==> src/rtl/z80_int_ctrl_pkg.sv <==
// Shared Z80 interrupt definitions: RST opcode constants and the vector builder.
// Also used by the sound CPU wrapper.
package z80_int_ctrl_pkg;

  typedef logic [7:0] byte_t;

  // RST 00h opcode; the restart address sits in bits [5:3]
  localparam byte_t RST_BASE = 8'hC7;
  // RST 38h, used as the spurious-ack vector
  localparam byte_t RST38    = 8'hFF;
  // Upper bound on source count: the vector can only encode 8 restart slots
  localparam int    MAX_SRC  = 8;

  // RST opcode servicing source idx (jumps to idx*8)
  function automatic byte_t rst_opcode(input logic [2:0] idx);
    return RST_BASE | {2'b00, idx, 3'b000};
  endfunction

endpackage

==> src/rtl/z80_int_ctrl_if.sv <==
// CPU-side bus bundle between the Z80 core and the interrupt controller.
interface z80_int_ctrl_if;
  logic       m1_n;
  logic       iorq_n;
  logic       wr_n;
  logic [7:0] A;
  logic [7:0] cpu_dout;
  logic       int_n;
  logic [7:0] vec;
  logic       vec_oe;

  // CPU side: drives strobes/address/data, receives the request and vector
  modport master (
    output m1_n, iorq_n, wr_n, A, cpu_dout,
    input  int_n, vec, vec_oe
  );

  // Controller side
  modport slave (
    input  m1_n, iorq_n, wr_n, A, cpu_dout,
    output int_n, vec, vec_oe
  );
endinterface

==> src/rtl/z80_int_prio.sv <==
// Lowest-index-first priority encoder over the pending request bits.
module z80_int_prio #(
  parameter int NSRC = 4
) (
  input  logic [NSRC-1:0] req,
  output logic [2:0]      idx,
  output logic            any
);

  // Scan from the top down so the lowest set index is the last one written
  always_comb begin
    idx = 3'd0;
    any = |req;
    for (int i = NSRC - 1; i >= 0; i--) begin
      if (req[i]) idx = 3'(i);
    end
  end

endmodule

==> src/rtl/z80_int_ctrl.sv <==
// Z80 maskable interrupt controller: edge-latched sources, CPU-writable
// enable mask, fixed priority, RST-opcode vector during the ack cycle.
module z80_int_ctrl
  import z80_int_ctrl_pkg::*;
#(
  parameter int    NSRC      = 4,
  parameter byte_t MASK_PORT = 8'h00,
  parameter byte_t SPUR_VEC  = RST38
) (
  input  logic            clk,
  input  logic            reset_n,
  input  logic [NSRC-1:0] src_i,
  z80_int_ctrl_if.slave   bus,
  output logic [NSRC-1:0] pending,
  output logic [NSRC-1:0] mask
);

  // Registered state
  logic [NSRC-1:0] src_q;
  logic [NSRC-1:0] pending_reg;
  logic [NSRC-1:0] mask_reg;
  logic            ack_q;
  logic            wr_q;
  logic            int_n_reg;
  byte_t           vec_reg;

  // Combinational event terms
  logic [NSRC-1:0] rise;
  logic [NSRC-1:0] ack_clr;
  logic [NSRC-1:0] mask_next;
  logic [NSRC-1:0] pending_next;
  logic            ack;
  logic            ack_start;
  logic            wr_cond;
  logic            wr_start;
  logic            mask_wr;
  logic [2:0]      prio_idx;
  logic            prio_any;
  logic            unused_dout_bits;

  // Only the low NSRC data bits carry mask information
  assign unused_dout_bits = ^bus.cpu_dout;

  assign ack       = ~bus.m1_n & ~bus.iorq_n;
  assign ack_start = ack & ~ack_q;
  assign wr_cond   = ~bus.iorq_n & ~bus.wr_n & bus.m1_n;
  assign wr_start  = wr_cond & ~wr_q;
  assign mask_wr   = wr_start && (bus.A == MASK_PORT);
  assign mask_next = mask_wr ? bus.cpu_dout[NSRC-1:0] : mask_reg;

  // Rise uses the mask as it stands before this edge; a write landing on the
  // same edge then clears through mask_next, so mask clearing wins.
  assign rise = src_i & ~src_q & mask_reg;

  z80_int_prio #(
    .NSRC (NSRC)
  ) u_prio (
    .req (pending_reg),
    .idx (prio_idx),
    .any (prio_any)
  );

  // One-hot clear of the source being acknowledged
  generate
    for (genvar gi = 0; gi < NSRC; gi++) begin : g_ack_clr
      assign ack_clr[gi] = ack_start & prio_any & (prio_idx == 3'(gi));
    end
  endgenerate

  // Ack clear first, rise re-sets (set wins), mask write clears last
  always_comb begin
    pending_next = (pending_reg & ~ack_clr) | rise;
    if (mask_wr) pending_next = pending_next & mask_next;
  end

  // Edge history, bus cycle trackers, mask and pending state
  always_ff @(posedge clk or negedge reset_n) begin
    if (!reset_n) begin
      src_q       <= '0;
      ack_q       <= 1'b0;
      wr_q        <= 1'b0;
      mask_reg    <= '0;
      pending_reg <= '0;
      int_n_reg   <= 1'b1;
    end else begin
      src_q       <= src_i;
      ack_q       <= ack;
      wr_q        <= wr_cond;
      mask_reg    <= mask_next;
      pending_reg <= pending_next;
      int_n_reg   <= ~|pending_next;
    end
  end

  // Vector byte latched once at the start of each ack cycle
  always_ff @(posedge clk or negedge reset_n) begin
    if (!reset_n) begin
      vec_reg <= SPUR_VEC;
    end else if (ack_start) begin
      vec_reg <= prio_any ? rst_opcode(prio_idx) : SPUR_VEC;
    end
  end

  assign bus.int_n  = int_n_reg;
  assign bus.vec    = vec_reg;
  assign bus.vec_oe = ack_q;
  assign pending    = pending_reg;
  assign mask       = mask_reg;

endmodule

==> src/flat_wrapper.sv <==
// flat-port wrapper written by rule: the top's interface ports become plain ports
module z80_int_ctrl_flat import z80_int_ctrl_pkg::*;
#(
  parameter int    NSRC      = 4,
  parameter byte_t MASK_PORT = 8'h00,
  parameter byte_t SPUR_VEC  = RST38
)
  (clk, reset_n, src_i, pending, mask, bus_m1_n, bus_iorq_n, bus_wr_n, bus_A, bus_cpu_dout, bus_int_n, bus_vec, bus_vec_oe);
  z80_int_ctrl_if bus_i ();
  input  logic clk;
  input  logic reset_n;
  input  logic [NSRC-1:0] src_i;
  output logic [NSRC-1:0] pending;
  output logic [NSRC-1:0] mask;
  input wire logic [$bits(bus_i.m1_n)-1:0] bus_m1_n;
  input wire logic [$bits(bus_i.iorq_n)-1:0] bus_iorq_n;
  input wire logic [$bits(bus_i.wr_n)-1:0] bus_wr_n;
  input wire logic [$bits(bus_i.A)-1:0] bus_A;
  input wire logic [$bits(bus_i.cpu_dout)-1:0] bus_cpu_dout;
  output wire logic [$bits(bus_i.int_n)-1:0] bus_int_n;
  output wire logic [$bits(bus_i.vec)-1:0] bus_vec;
  output wire logic [$bits(bus_i.vec_oe)-1:0] bus_vec_oe;
  assign bus_i.m1_n = bus_m1_n;
  assign bus_i.iorq_n = bus_iorq_n;
  assign bus_i.wr_n = bus_wr_n;
  assign bus_i.A = bus_A;
  assign bus_i.cpu_dout = bus_cpu_dout;
  assign bus_int_n = bus_i.int_n;
  assign bus_vec = bus_i.vec;
  assign bus_vec_oe = bus_i.vec_oe;
  z80_int_ctrl #(.NSRC(NSRC), .MASK_PORT(MASK_PORT), .SPUR_VEC(SPUR_VEC)) u_core (.clk(clk), .reset_n(reset_n), .src_i(src_i), .bus(bus_i), .pending(pending), .mask(mask));
endmodule
==> config.mk <==
export PLATFORM = sky130hd
export DESIGN_NAME = z80_int_ctrl_flat
export DESIGN_NICKNAME = d
export VERILOG_FILES = /design/src/rtl/z80_int_ctrl_pkg.sv /design/src/rtl/z80_int_ctrl_if.sv /design/src/rtl/z80_int_prio.sv /design/src/rtl/z80_int_ctrl.sv /design/src/flat_wrapper.sv
export SDC_FILE = /design/constraint.sdc
export NUM_CORES = 1
export LEC_CHECK = 0
export ABC_AREA = 1
export BUFFER_PORTS_ARGS = -buffer_cell sky130_fd_sc_hd__buf_2
export CORE_MARGIN = 10
export CORE_UTILIZATION = 44
export DETAILED_ROUTE_END_ITERATION = 8
export GPL_ROUTABILITY_DRIVEN = 0
export PLACE_DENSITY = 0.75
export SETUP_SLACK_MARGIN = 0.1
export SLEW_MARGIN = 20
export SYNTH_ARGS = -nofsm -noshare
export SYNTH_HDL_FRONTEND = slang
export SYNTH_SLANG_ARGS = --single-unit
==> constraint.sdc <==
create_clock -name clk -period 1.6 [get_ports clk]
set_clock_uncertainty 0.2 [all_clocks]
set_input_delay 0.32 -clock clk [delete_from_list [all_inputs] [get_ports clk]]
set_output_delay 0.32 -clock clk [all_outputs]
set_load 0.03 [all_outputs]
-- Yosys cells after proc, flatten, opt, wreduce, memory -nomap -nowiden
Cells that the tools add are included.
- register bits after elaboration: 23
- bits of input ports: 25
- output and inout port bits: 18
- logic and storage cells: 45
- multiplexer cells: 7
- reductions and logical operators: 6
- bitwise operators: 22
- equal/unequal tests: 3
- operators by type and width (operator ; count):
    $and A4 B4 Y4 ; 4
    $and A1 B1 Y1 ; 10
    $mux W3 ; 3
    $logic_not A8 Y1 ; 1
    $mux W4 ; 2
    $not A4 Y4 ; 2
    $reduce_or A4 Y1 ; 2
    $eq A3 B2 Y1 const B ; 2
    $mux W6 ; 1
    $not A1 Y1 ; 5
    $or A4 B4 Y4 ; 1
    $eq A3 B1 Y1 const B ; 1
    $logic_not A3 Y1 ; 1
    $mux W2 ; 1
    $logic_and A1 B1 Y1 ; 1
    $logic_not A1 Y1 ; 1

-- Longest topological paths before layout
Gate-level depths: netlist of run 1.
- word-level depth: 13
- gate-level depth with buffers: 9
- depth with buffers taken out: 9

-- Modules after synthesis
From an unflattened synthesis of run 1, not the netlist that was laid out.
- cells, all modules: 113
- area, all modules: 925.9 µm²
- modules (own cells, without submodules) (module ; instances ; sequential area each (µm²) ; area an instance (µm²) ; cells each):
    z80_int_ctrl ; 1 ; 455.4 ; 868.3 ; 102
    z80_int_prio ; 1 ; 0.0 ; 57.6 ; 11

-- Least setup slack after synthesis of run 1
OpenSTA, ideal clock, no wires.
- path type: reg-to-reg
- from: reg u_core.pending_reg[0] (netlist: u_core.pending[0])
- to: reg u_core.int_n_reg (netlist: u_core.bus.int_n)
- clock period less this slack: 1372 ps
- data required time: 1336 ps
- cell stages (with the launch flop): 8
- setup time: 64 ps
- arrival time: 1108 ps
- path slack: 228 ps
- path buffers: 0
- path through: dfrtp_1 > nor2_1 > nand4_1 > nand2_1 > nand2_1 > nand2_1 > nand2_1 > nor2_2
- word-level cells in the longest chain between the ends: 10
- elaborated cells between the ends (all ways): 18
- classes of those cells: 3 x eq/ne; 2 x mux; 9 x bitwise; 4 x reduce/logical
- RTL lines (item ; RTL line ; text):
    from (decl) ; z80_int_ctrl.sv:20 ; logic [NSRC-1:0] pending_reg;
    from (signal assigned) ; z80_int_ctrl.sv:90 ; pending_reg <= pending_next;
    $mux W3 / $reduce_or A4 Y1 (equally long branches) ; z80_int_prio.sv:15, z80_int_prio.sv:13 ;
    $eq A3 B1 Y1 (tied with other cells) ; z80_int_ctrl.sv:66 ; assign ack_clr[gi] = ack_start & prio_any & (prio_idx == 3'(gi));
    $and A1 B1 Y1 ; z80_int_ctrl.sv:66 ;
    $not A4 Y4 ; z80_int_ctrl.sv:72 ; pending_next = (pending_reg & ~ack_clr) | rise;
    $and A4 B4 Y4 (*) ; z80_int_ctrl.sv:72 ;
    $or A4 B4 Y4 (*) ; z80_int_ctrl.sv:72 ;
    $and A4 B4 Y4 ; z80_int_ctrl.sv:73 ; if (mask_wr) pending_next = pending_next & mask_next;
    $mux W4 (*) ; z80_int_ctrl.sv:73 ;
    $reduce_or A4 Y1 (*) ; z80_int_ctrl.sv:91 ; int_n_reg <= ~|pending_next;
    $logic_not A1 Y1 (*) ; z80_int_ctrl.sv:91 ;
    to (signal assigned) ; z80_int_ctrl.sv:91 ;
    to (decl) ; z80_int_ctrl.sv:24 ; logic int_n_reg;
Mark *: on every way between the ends. The rest lies on a longest branch, timed or not.
A chain may end at the register's enable or synchronous reset.

-- Final worst setup path of run 1
- from: reg u_core.vec_reg[4] (netlist: u_core.bus.vec[4])
- to: out bus_vec[4]
- RTL lines (item ; RTL line ; text):
    from (decl) ; z80_int_ctrl.sv:25 ; byte_t vec_reg;
    from (signal assigned) ; z80_int_ctrl.sv:100 ; vec_reg <= prio_any ? rst_opcode(prio_idx) : SPUR_VEC;
    to (decl) ; flat_wrapper.sv:21 ; output wire logic [$bits(bus_i.vec)-1:0] bus_vec;
No word-level cell between the ends.

==> results of run 1 <==
-- synthesized netlist by cell type --
| library cell | number | area share (%) |
|---|---|---|
| nand2_1 | 27 | 12 |
| dfrtp_1 | 14 | 41 |
| inv_1 | 14 | 6.1 |
| nor2_1 | 13 | 5.7 |
| buf_4 | 5 | 4.4 |
| o21ai_1 | 5 | 2.9 |
| dfstp_2 | 4 | 12 |
| nand3_1 | 4 | 2.3 |
| nand3b_1 | 4 | 3.5 |
| nand2_2 | 3 | 2.2 |
| nor2_2 | 3 | 2.2 |
| a21oi_1 | 1 | 0.58 |
| clkinv_2 | 1 | 0.58 |
| conb_1 | 1 | 0.43 |
| nand4_1 | 1 | 0.73 |
| nor2_4 | 1 | 1.3 |
| o21a_1 | 1 | 0.87 |
| o22a_1 | 1 | 1.0 |
| or2_1 | 1 | 0.73 |
-- worst min path at each step --
stage	end	slack (ns)	depth (start not counted)
global route	u_core.bus.vec_oe	0.02	2
global placement	u_core.pending[0]	0.06	1
floorplan	u_core.bus.vec_oe	-0.18	0
CTS	u_core.bus.vec_oe	0.02	2
finish	u_core.bus.vec_oe	0.03	2
detailed placement	u_core.pending[0]	0.07	1
-- repair_timing --
item	in CTS	in global routing
hold endpoints to repair	18	0
buffers inserted	0	1
gates resized for setup	5	5
endpoints found under the setup margin	4	6
hold buffers	5	0
-- routing by layer --
metal	up-vias	part of all wire [%]	global-route usage, %
met2	36	48	16.9
met3	2	9.3	3.66
met4	0	1.6	6.42
li1	394	-	-
met1	336	41	11.6
met5	-	0	0
-- final cells by class --
cell class	count	area, sq um	share of cell area [%]
Inverter	15	57.6	5.02
Sequential cell	18	455	39.7
Multi-Input combinational cell	70	329	28.7
Clock buffer	3	22.5	1.97
Timing Repair Buffer	39	250	21.8
Tap cell	25	31.3	2.73
-- through the flow --
stage | power (W) | area [sq um] | hold WS, ns
4_1_cts | 0.000952 | 1120 | 0.0217
3_3_place_gp | 0.000710 | 1040 | 0.0607
2_1_floorplan | 0.000652 | 877 | -0.176
6_report | 0.000955 | 1150 | 0.0323
5_1_grt | 0.00100 | 1150 | 0.0193
3_5_place_dp | 0.000717 | 1040 | 0.0695
-- cells by family (layout without fill, tap and decap cells) --
family	after synthesis	in the layout	share of synthesized area (%)
flip-flops	18	18	52.8
other	1	5	0.435
AO/OA/AOI/OAI	8	8	5.37
AND/OR/NAND/NOR	57	57	30.3
buffers and inverters	20	57	11.0
-- power groups by stage --
| stage | clock, W | sequential [W] | combinational (W) |
|---|---|---|---|
| floorplan | 0 | 0.000570 | 0.0000819 |
| global placement | 0 | 0.000518 | 0.000192 |
| detailed placement | 0 | 0.000520 | 0.000196 |
| CTS | 0.000221 | 0.000514 | 0.000218 |
| global route | 0.000239 | 0.000520 | 0.000246 |
| finish | 0.000215 | 0.000516 | 0.000224 |
==> summary.md, run 1 <==
| Metric | Value |
|---|---|
| Crit path max fanout | `2` |
| Reg2Reg Setup Slack | `0.26 ns` |
| DR WL/cell | `12.5 microns` |
| Worst IR drop on VDD | `475 uV` |
| Min-delay src | `bus_iorq_n` |
| Detail Route Antenna Nets | `0` |
| Most frequent cells in the layout | `buf_2 (28), nand2_1 (27), inv_1 (14), dfrtp_1 (14), nor2_1 (12)` |
| Crit. path cell count | `1` |
| DRT Pass-1 Iters | `4` |
| Nets | `172` |
| Synth warnings | `0` |
| Final Critical Period | `1.49 ns` |
| Die area | `0.00413 sq mm` |
| Cell variety after synth | `19` |
| CTS sink cnt | `18` |
| Commonest non-fill, non-tap cell in the layout | `buf_2` |
| Die H | `64.3 microns` |
| Switch Pwr | `0.000281 W` |
| FF-to-FF path depth | `7` |
| I/O Buffers | `33` |
| Largest stage delay, worst path | `0.55 ns` |
| Cells after synthesis | `104` |
| Dpl hpwl | `1.74 mm` |
| Clock-pin slew on the worst setup and hold paths | `0.10 ns` |
| CP max-delay cell | `dfstp_2` |
| Max-cap viol count | `0` |
| # DRC | `0` |
| Slew Limit Fails | `0` |
| H-tree depth | `1` |
| # IOs | `43` |
| Root buffer cell | `clkbuf_4` |
| Status | `finished clean` |
| Final hold vios | `0` |
| Maximum clock path buffer count | `2` |
| Overflow after GRT | `0` |
| Comb pwr share | `23.4%` |
| Critical path endpoint category | `primary output` |
| Vias per Instance | `4.52` |
| Startpoint types | `flip-flop` |
| Post-Syn Area per Cell | `8.29 sq um` |
| Leakage | `0.636 nW` |
| Crit path to | `bus_vec[4]` |
| Crit-path cells | `buf_6` |
| Non-filler cells, final | `170` |
| Area Overhead vs Synth | `32.9%` |
| Antenna violations before repair | `0` |
| CP top delay family | `flip-flops` |
| Synth Register Bits | `18` |
| # placed instances | `161` |
| CTS Buf Count | `3` |
| Worst Setup SP | `u_core.bus.vec[4]` |
| Clock power frac | `22.5%` |
| Internal | `0.000674 W` |
| Max Freq | `673 MHz` |
| Diode count | `0` |
| RSZ-0062 raised after global routing | `true` |
| Routed wire length | `2.12 mm` |
| Endpoints failing setup | `0` |
| Reg2Reg Launch Point | `u_core.wr_q` |
| DR iter-0 viols | `13` |
| # fillers | `164` |
| PwrDens | `833 mW/mm^2` |
| Total GRT Usage | `10.5%` |
| Setup TNS Final | `0 ns` |
| Worst Path Arrival | `0.97 ns` |
| DR vias | `768` |
| Final period util | `92.9%` |
| Seq/Total Area, Yosys | `52.8%` |
| Worst Path Required | `1.08 ns` |
| Layout cells sized above 1 | `34.5%` |
| CP Class | `reg2out` |
| Die W | `64.3 microns` |
| Std-Cell Rows | `15` |
| Synthesized area | `862 sq um` |
| Core Region | `0.00178 sq mm` |
| Switching power share of the total | `29.4%` |
| Post-route setup slack | `0.114 ns` |
| Worst slack, placed | `0.185 ns` |
| Hold crit path type | `in2reg` |
| Post-layout util | `64.3%` |
| Sequential fraction of design power | `54.1%` |
| Global-route wire length before repair | `3.56 mm` |
| FF-to-FF End | `u_core.bus.int_n` |
| Vias in the first global route | `821` |
| Largest net degree at the start of global routing | `19` |
| Worst Path Buf+Inv | `1` |
| Clk_lat worst skew | `0.28 ns` |
| Initial Utilization | `48.4%` |
| CTS tree | `done` |
(Power assumes the default switching activity.)
==> inputs of run 2 (changes only) <==
--- a/config.mk
+++ b/config.mk
@@ -5,13 +5,12 @@
 export SDC_FILE = /design/constraint.sdc
 export NUM_CORES = 1
 export LEC_CHECK = 0
-export ABC_AREA = 1
 export BUFFER_PORTS_ARGS = -buffer_cell sky130_fd_sc_hd__buf_2
 export CORE_MARGIN = 10
-export CORE_UTILIZATION = 44
+export CORE_UTILIZATION = 42
 export DETAILED_ROUTE_END_ITERATION = 8
 export GPL_ROUTABILITY_DRIVEN = 0
-export PLACE_DENSITY = 0.75
+export PLACE_DENSITY = 0.74
 export SETUP_SLACK_MARGIN = 0.1
 export SLEW_MARGIN = 20
 export SYNTH_ARGS = -nofsm -noshare
==> summary.md, run 2 <==
| Metric | Value |
|---|---|
| Status | `finished clean` |
| Post-route setup slack | `0.0796 ns` |
| Clk_lat worst skew | `0.28 ns` |
| Maximum clock path buffer count | `2` |
| Worst Path Buf+Inv | `0` |
| Die W | `63.5 microns` |
| Main synth FF type | `dfrtp_1` |
| Worst IR drop on VDD | `573 uV` |
| Dominant cells by area after synthesis | `dfrtp_1 (44%), dfstp_2 (13%), mux2_2 (8.5%)` |
| Post-synth top area share | `44.2%` |
| DR WL/cell | `14.8 microns` |
| Worst Path Required | `1.59 ns` |
| Die H | `63.5 microns` |
| PwrDens | `765 mW/mm^2` |
| I/O Buffers | `33` |
| Diode count | `0` |
| Detail Route Antenna Nets | `0` |
| Cell variety after synth | `21` |
| Die area | `0.00403 sq mm` |
| Internal | `0.000659 W` |
| # fillers | `149` |
| Number of flops mapped to enable cells by yosys | `0` |
| Crit-path cells | `o41ai_2, a2bb2oi_1, nor4_2` |
| Final period util | `95.0%` |
| Largest area contributor in the netlist | `dfrtp_1` |
| H-tree depth | `1` |
| Post-layout util | `66.9%` |
| Final Critical Period | `1.52 ns` |
| Overflow after GRT | `0` |
| Placed cell area | `0.00105 sq mm` |
| Leakage | `0.564 nW` |
| Max-cap viol count | `0` |
| CTS sink cnt | `18` |
| Hold crit path type | `in2reg` |
| Cells after synthesis | `60` |
| Total GRT Usage | `9.32%` |
| # DRC | `0` |
| Std-Cell Rows | `15` |
| Clock-pin slew on the worst setup and hold paths | `0.10 ns` |
| Synth Register Bits | `18` |
| CP max-delay cell | `dfrtp_2` |
| Vias in the first global route | `687` |
| Slew Limit Fails | `0` |
| RSZ-0062 raised after global routing | `true` |
| Core Region | `0.00176 sq mm` |
| Worst Path Arrival | `1.51 ns` |
| CP Class | `reg2reg` |
| Initial Utilization | `45.0%` |
| Largest net degree at the start of global routing | `19` |
| Design area | `0.00118 sq mm` |
| Antenna violations before repair | `0` |
| Root buffer cell | `clkbuf_4` |
| Non-filler cells, final | `133` |
| Critical path endpoint category | `flip-flop` |
| Nets | `134` |
| # placed instances | `123` |
| Commonest non-fill, non-tap cell in the layout | `buf_2` |
| Switching power share of the total | `27.0%` |
| Post-Syn Area per Cell | `13.2 sq um` |
| Global-route wire length before repair | `3.13 mm` |
| Comb pwr share | `19.7%` |
| Area Overhead vs Synth | `48.7%` |
| Setup TNS Final | `0 ns` |
| Switch Pwr | `0.000244 W` |
| CP top delay family | `compound AO/OA/AOI/OAI gates` |
| Synthesized area | `793 sq um` |
| Crit path max fanout | `7` |
| Dpl hpwl | `1.60 mm` |
| # IOs | `43` |
| Seq/Total Area, Yosys | `57.4%` |
| Vias per Instance | `4.80` |
| Count leader, synth | `dfrtp_1` |
| Sequential fraction of design power | `55.0%` |
| DRT Pass-1 Iters | `2` |
| CTS Buf Count | `3` |
| Endpoints failing setup | `0` |
| Final hold vios | `0` |
| Layout cells sized above 1 | `60.2%` |
| Most frequent cells in the layout | `buf_2 (27), dfrtp_1 (11), buf_4 (8)` |
| Largest stage delay, worst path | `0.46 ns` |
| DR vias | `638` |
| FFs w/ async S/R, synth | `100%` |
| CTS tree | `done` |
| Routed wire length | `1.96 mm` |
| Max Freq | `658 MHz` |
| DR iter-0 viols | `6` |
| Clock power frac | `25.4%` |
| Synth warnings | `0` |
| Startpoint types | `flip-flop` |
| Synth cell count leaders | `dfrtp_1 (14), mux2_2 (6), buf_4 (5)` |
| Worst slack, placed | `-0.163 ns` |
run 2: cell types whose count changed after synthesis, moves of 5 or more:
cell     previous run  this run
o21ai_1             5         0
nor2_1             13         3
mux2_2              0         6
nand2_1            27         1
inv_1              14         3
run 2: repair_timing:
action	4_1_cts	5_1_grt
resized for setup	11	6
hold buffers	5	0
endpoints found under the hold margin	18	0
setup endpoints to repair	6	8
setup buffers	1	0
run 2: metrics by stage:
stage	total power (W)	hold WS (ns)
final	0.000903	0.0119
after CTS	0.000912	0.00364
after global placement	0.000646	0.0614
after floorplan	0.000586	-0.176
after global routing	0.000947	0.00954
after detailed placement	0.000651	0.0632
run 2: routing by layer:
metal | up-vias | GRT usage (%) | share of wire [%]
met2 | 22 | 17.7 | 56
met4 | 0 | 2.46 | 0
met5 | - | 0 | 0
li1 | 308 | - | -
met1 | 308 | 8.48 | 35
met3 | 0 | 4.59 | 8.7
run 2: cell type report:
type	count	area, sq um	share of cell area [%]
flip-flops and latches	18	459	38.9
multi-input cells	38	342	29.0
repair buffers	45	310	26.3
well taps	25	31.3	2.65
clock buffers	4	26.3	2.23
inverters	3	11.3	0.954
run 2: power by group through the flow:
stage / combinational (W) / sequential [W] / clock, W
floorplan: 0.0000557 / 0.000530 / 0
global placement: 0.000147 / 0.000500 / 0
detailed placement: 0.000150 / 0.000501 / 0
CTS: 0.000177 / 0.000495 / 0.000240
global route: 0.000190 / 0.000499 / 0.000258
finish: 0.000178 / 0.000496 / 0.000229
run 2: logic make-up (layout without fill, tap and decap cells):
logic type / count (synthesis) / in the layout / share of synthesized area, %
buffers and inverters: 8 / 52 / 6.15
AO/OA/AOI/OAI: 12 / 12 / 10.6
other: 1 / 5 / 0.473
flip-flops: 18 / 18 / 57.4
AND/OR/NAND/NOR: 14 / 14 / 15.6
multiplexers: 7 / 7 / 9.78
run 2: worst paths after layout:
path                            slack, ns               from                 to  cells after the start
worst max-delay path                 0.08  u_core.pending[0]   u_core.bus.int_n                      3
worst min-delay path                 0.01           bus_wr_n        u_core.wr_q                      2
worst max register to register       0.08  u_core.pending[0]   u_core.bus.int_n                      3
worst min register to register       0.28  u_core.bus.vec[3]  u_core.bus.vec[3]                      2
max in group asynchronous            0.60            reset_n  u_core.bus.vec[4]                      2
min in group asynchronous            0.28            reset_n  u_core.pending[2]                      2
run 2: worst reg2reg max path, delay by kind of cell (launching register included):
kind	cells	cell delay, ns
AO/OA/AOI/OAI	2	0.50
AND/OR/NAND/NOR	1	0.28
flip-flops	1	0.46
==> inputs of run 3 (changes only) <==
--- a/config.mk
+++ b/config.mk
@@ -5,11 +5,10 @@
 export SDC_FILE = /design/constraint.sdc
 export NUM_CORES = 1
 export LEC_CHECK = 0
-export BUFFER_PORTS_ARGS = -buffer_cell sky130_fd_sc_hd__buf_2
+export BUFFER_PORTS_ARGS = -buffer_cell sky130_fd_sc_hd__buf_4
 export CORE_MARGIN = 10
 export CORE_UTILIZATION = 42
 export DETAILED_ROUTE_END_ITERATION = 8
-export GPL_ROUTABILITY_DRIVEN = 0
 export PLACE_DENSITY = 0.74
 export SETUP_SLACK_MARGIN = 0.1
 export SLEW_MARGIN = 20
==> summary.md, run 3 (synthesis gave the netlist of run 2 again) <==
| Metric | Value |
|---|---|
| Startpoint types | `flip-flop` |
| Critical path endpoint category | `primary output` |
| Clock power frac | `25.5%` |
| Status | `finished clean` |
| Root buffer cell | `clkbuf_4` |
| Length of routed wiring on met1 | `715 microns` |
| Largest net degree at the start of global routing | `19` |
| # fillers | `133` |
| Dpl hpwl | `1.58 mm` |
| Leakage | `0.598 nW` |
| Area of the multi-input gates | `342 sq um` |
| Commonest non-fill, non-tap cell in the layout | `buf_4` |
| Worst Path Buf+Inv | `2` |
| Slew Limit Fails | `0` |
| Comb pwr share | `20.7%` |
| DR vias | `656` |
| Hold Slack | `0.0312 ns` |
| Std-Cell Rows | `15` |
| DR WL/cell | `14.3 microns` |
| Area Overhead vs Synth | `60.7%` |
| Clk_lat worst skew | `0.29 ns` |
| Top sig layer | `met4` |
| CP top delay family | `flip-flops` |
| CTS Buf Count | `3` |
| H-tree depth | `1` |
| # IOs | `43` |
| Max-cap viol count | `0` |
| Sequential fraction of design power | `53.8%` |
| Die area | `0.00403 sq mm` |
| Switching power share of the total | `27.0%` |
| Maximum clock path buffer count | `2` |
| Antenna violations before repair | `0` |
| Clock-pin slew on the worst setup and hold paths | `0.10 ns` |
| Worst Setup SP | `u_core.pending[0]` |
| Layout cells sized above 1 | `60.7%` |
| DRT Pass-1 Iters | `3` |
| Most frequent cells in the layout | `buf_4 (37), dfrtp_1 (11), mux2_2 (6), dlygate4sd3_1 (6), buf_6 (6)` |
| Largest stage delay, worst path | `0.45 ns` |
| Hold crit path type | `in2reg` |
| Die W | `63.5 microns` |
| CP Class | `reg2out` |
| Met3 WL | `162 microns` |
| Die H | `63.5 microns` |
| Detail Route Antenna Nets | `0` |
| Initial Utilization | `45.0%` |
| Diode count | `0` |
| CTS sink cnt | `18` |
| Vias per Instance | `4.79` |
| Endpoints failing setup | `0` |
| # DRC | `0` |
| Routed wire length | `1.96 mm` |
| RePlAce Congestion | `0.687` |
| Met2 Routed Length | `1.05 mm` |
| I/O Buffers | `33` |
| Total GRT Usage | `10.3%` |
| Global-route wire length before repair | `3.37 mm` |
| Reg2Reg Setup Slack | `0.09 ns` |
| Overall power | `0.000923 W` |
| Final Critical Period | `1.52 ns` |
| CP max-delay cell | `dfrtp_2` |
| Overflow after GRT | `0` |
| DR iter-0 viols | `10` |
| PwrDens | `724 mW/mm^2` |
| Internal | `0.000674 W` |
| Crit-path cells | `buf_6, buf_6` |
| Reg area | `459 sq um` |
| Reg2Reg Launch Point | `u_core.pending[0]` |
| Max Freq | `660 MHz` |
| Switch Pwr | `0.000249 W` |
| Min-delay src | `bus_m1_n` |
| Crit path max fanout | `4` |
| RSZ-0062 raised after global routing | `true` |
| Final period util | `94.7%` |
| Core Region | `0.00176 sq mm` |
| Final hold vios | `0` |
| Worst Path Arrival | `1.00 ns` |
| Vias in the first global route | `740` |
| Worst Path Required | `1.08 ns` |
| Worst IR drop on VDD | `583 uV` |
| Nets | `138` |
| CTS tree | `done` |
| Critical Path Most Common Cell | `buf_6` |
## run 3: cell count changes in the layout (fill, tap and decap cells not counted), sizes merged
cell	delta
dlygate4sd3	+1
buf	+3
## run 3: cell type report
type | count | share of cell area (%)
sequential | 18 | 36.0
inverter | 3 | 0.883
multi-input combinational | 38 | 26.8
tap | 25 | 2.45
timing repair buffer | 49 | 31.8
clock buffer | 4 | 2.06
## run 3: timing repair
| item | 4_1_cts | 5_1_grt |
|---|---|---|
| hold buffers | 6 | 0 |
| resized for setup | 9 | 2 |
| setup buffers | 3 | 0 |
| hold endpoints to repair | 23 | 0 |
| setup endpoints to repair | 6 | 10 |
## run 3: through the flow
step / setup slack [ns] / util [%] / cell area, sq um / TNS (ns) / cells
floorplan: 0.0703 / - / 830 / 0 / 64
global placement: -0.159 / 63.7 / 1120 / -0.572 / 124
detailed placement: -0.166 / 63.7 / 1120 / -0.620 / 124
CTS: 0.0716 / 72.1 / 1270 / 0 / 137
global route: -0.0240 / 72.3 / 1270 / -0.0240 / 137
finish: 0.0842 / 72.3 / 1270 / 0 / 137
## run 3: layer usage
| metal | track usage (%) | vias up |
|---|---|---|
| li1 | - | 313 |
| met1 | 10.5 | 317 |
| met2 | 18.1 | 22 |
| met3 | 3.89 | 4 |
| met4 | 4.92 | 0 |
| met5 | 0 | - |
## run 3: path summary, 6_finish.rpt
check	to	cells after the start
hold / removal	u_core.bus.vec_oe	2
setup / recovery	pending[0]	2
max in group asynchronous	u_core.bus.vec[5]	2
min in group asynchronous	u_core.mask[2]	2
hold reg to reg	u_core.bus.vec[3]	2
setup reg to reg	u_core.bus.int_n	5
## run 3: worst register-to-register path: stages, from the launching register on
cell and delay [ns]:
dfrtp_2 0.45, buf_6 0.13, o21ai_0 0.13, o211ai_1 0.11, o21a_1 0.14, nor4_2 0.27
## run 3: power groups by stage
stage          clock, W  combinational (W)  sequential, W
2_1_floorplan         0          0.0000557       0.000530
3_3_place_gp          0           0.000163       0.000501
3_5_place_dp          0           0.000166       0.000502
4_1_cts        0.000246           0.000194       0.000496
5_1_grt        0.000264           0.000206       0.000499
6_report       0.000236           0.000191       0.000496
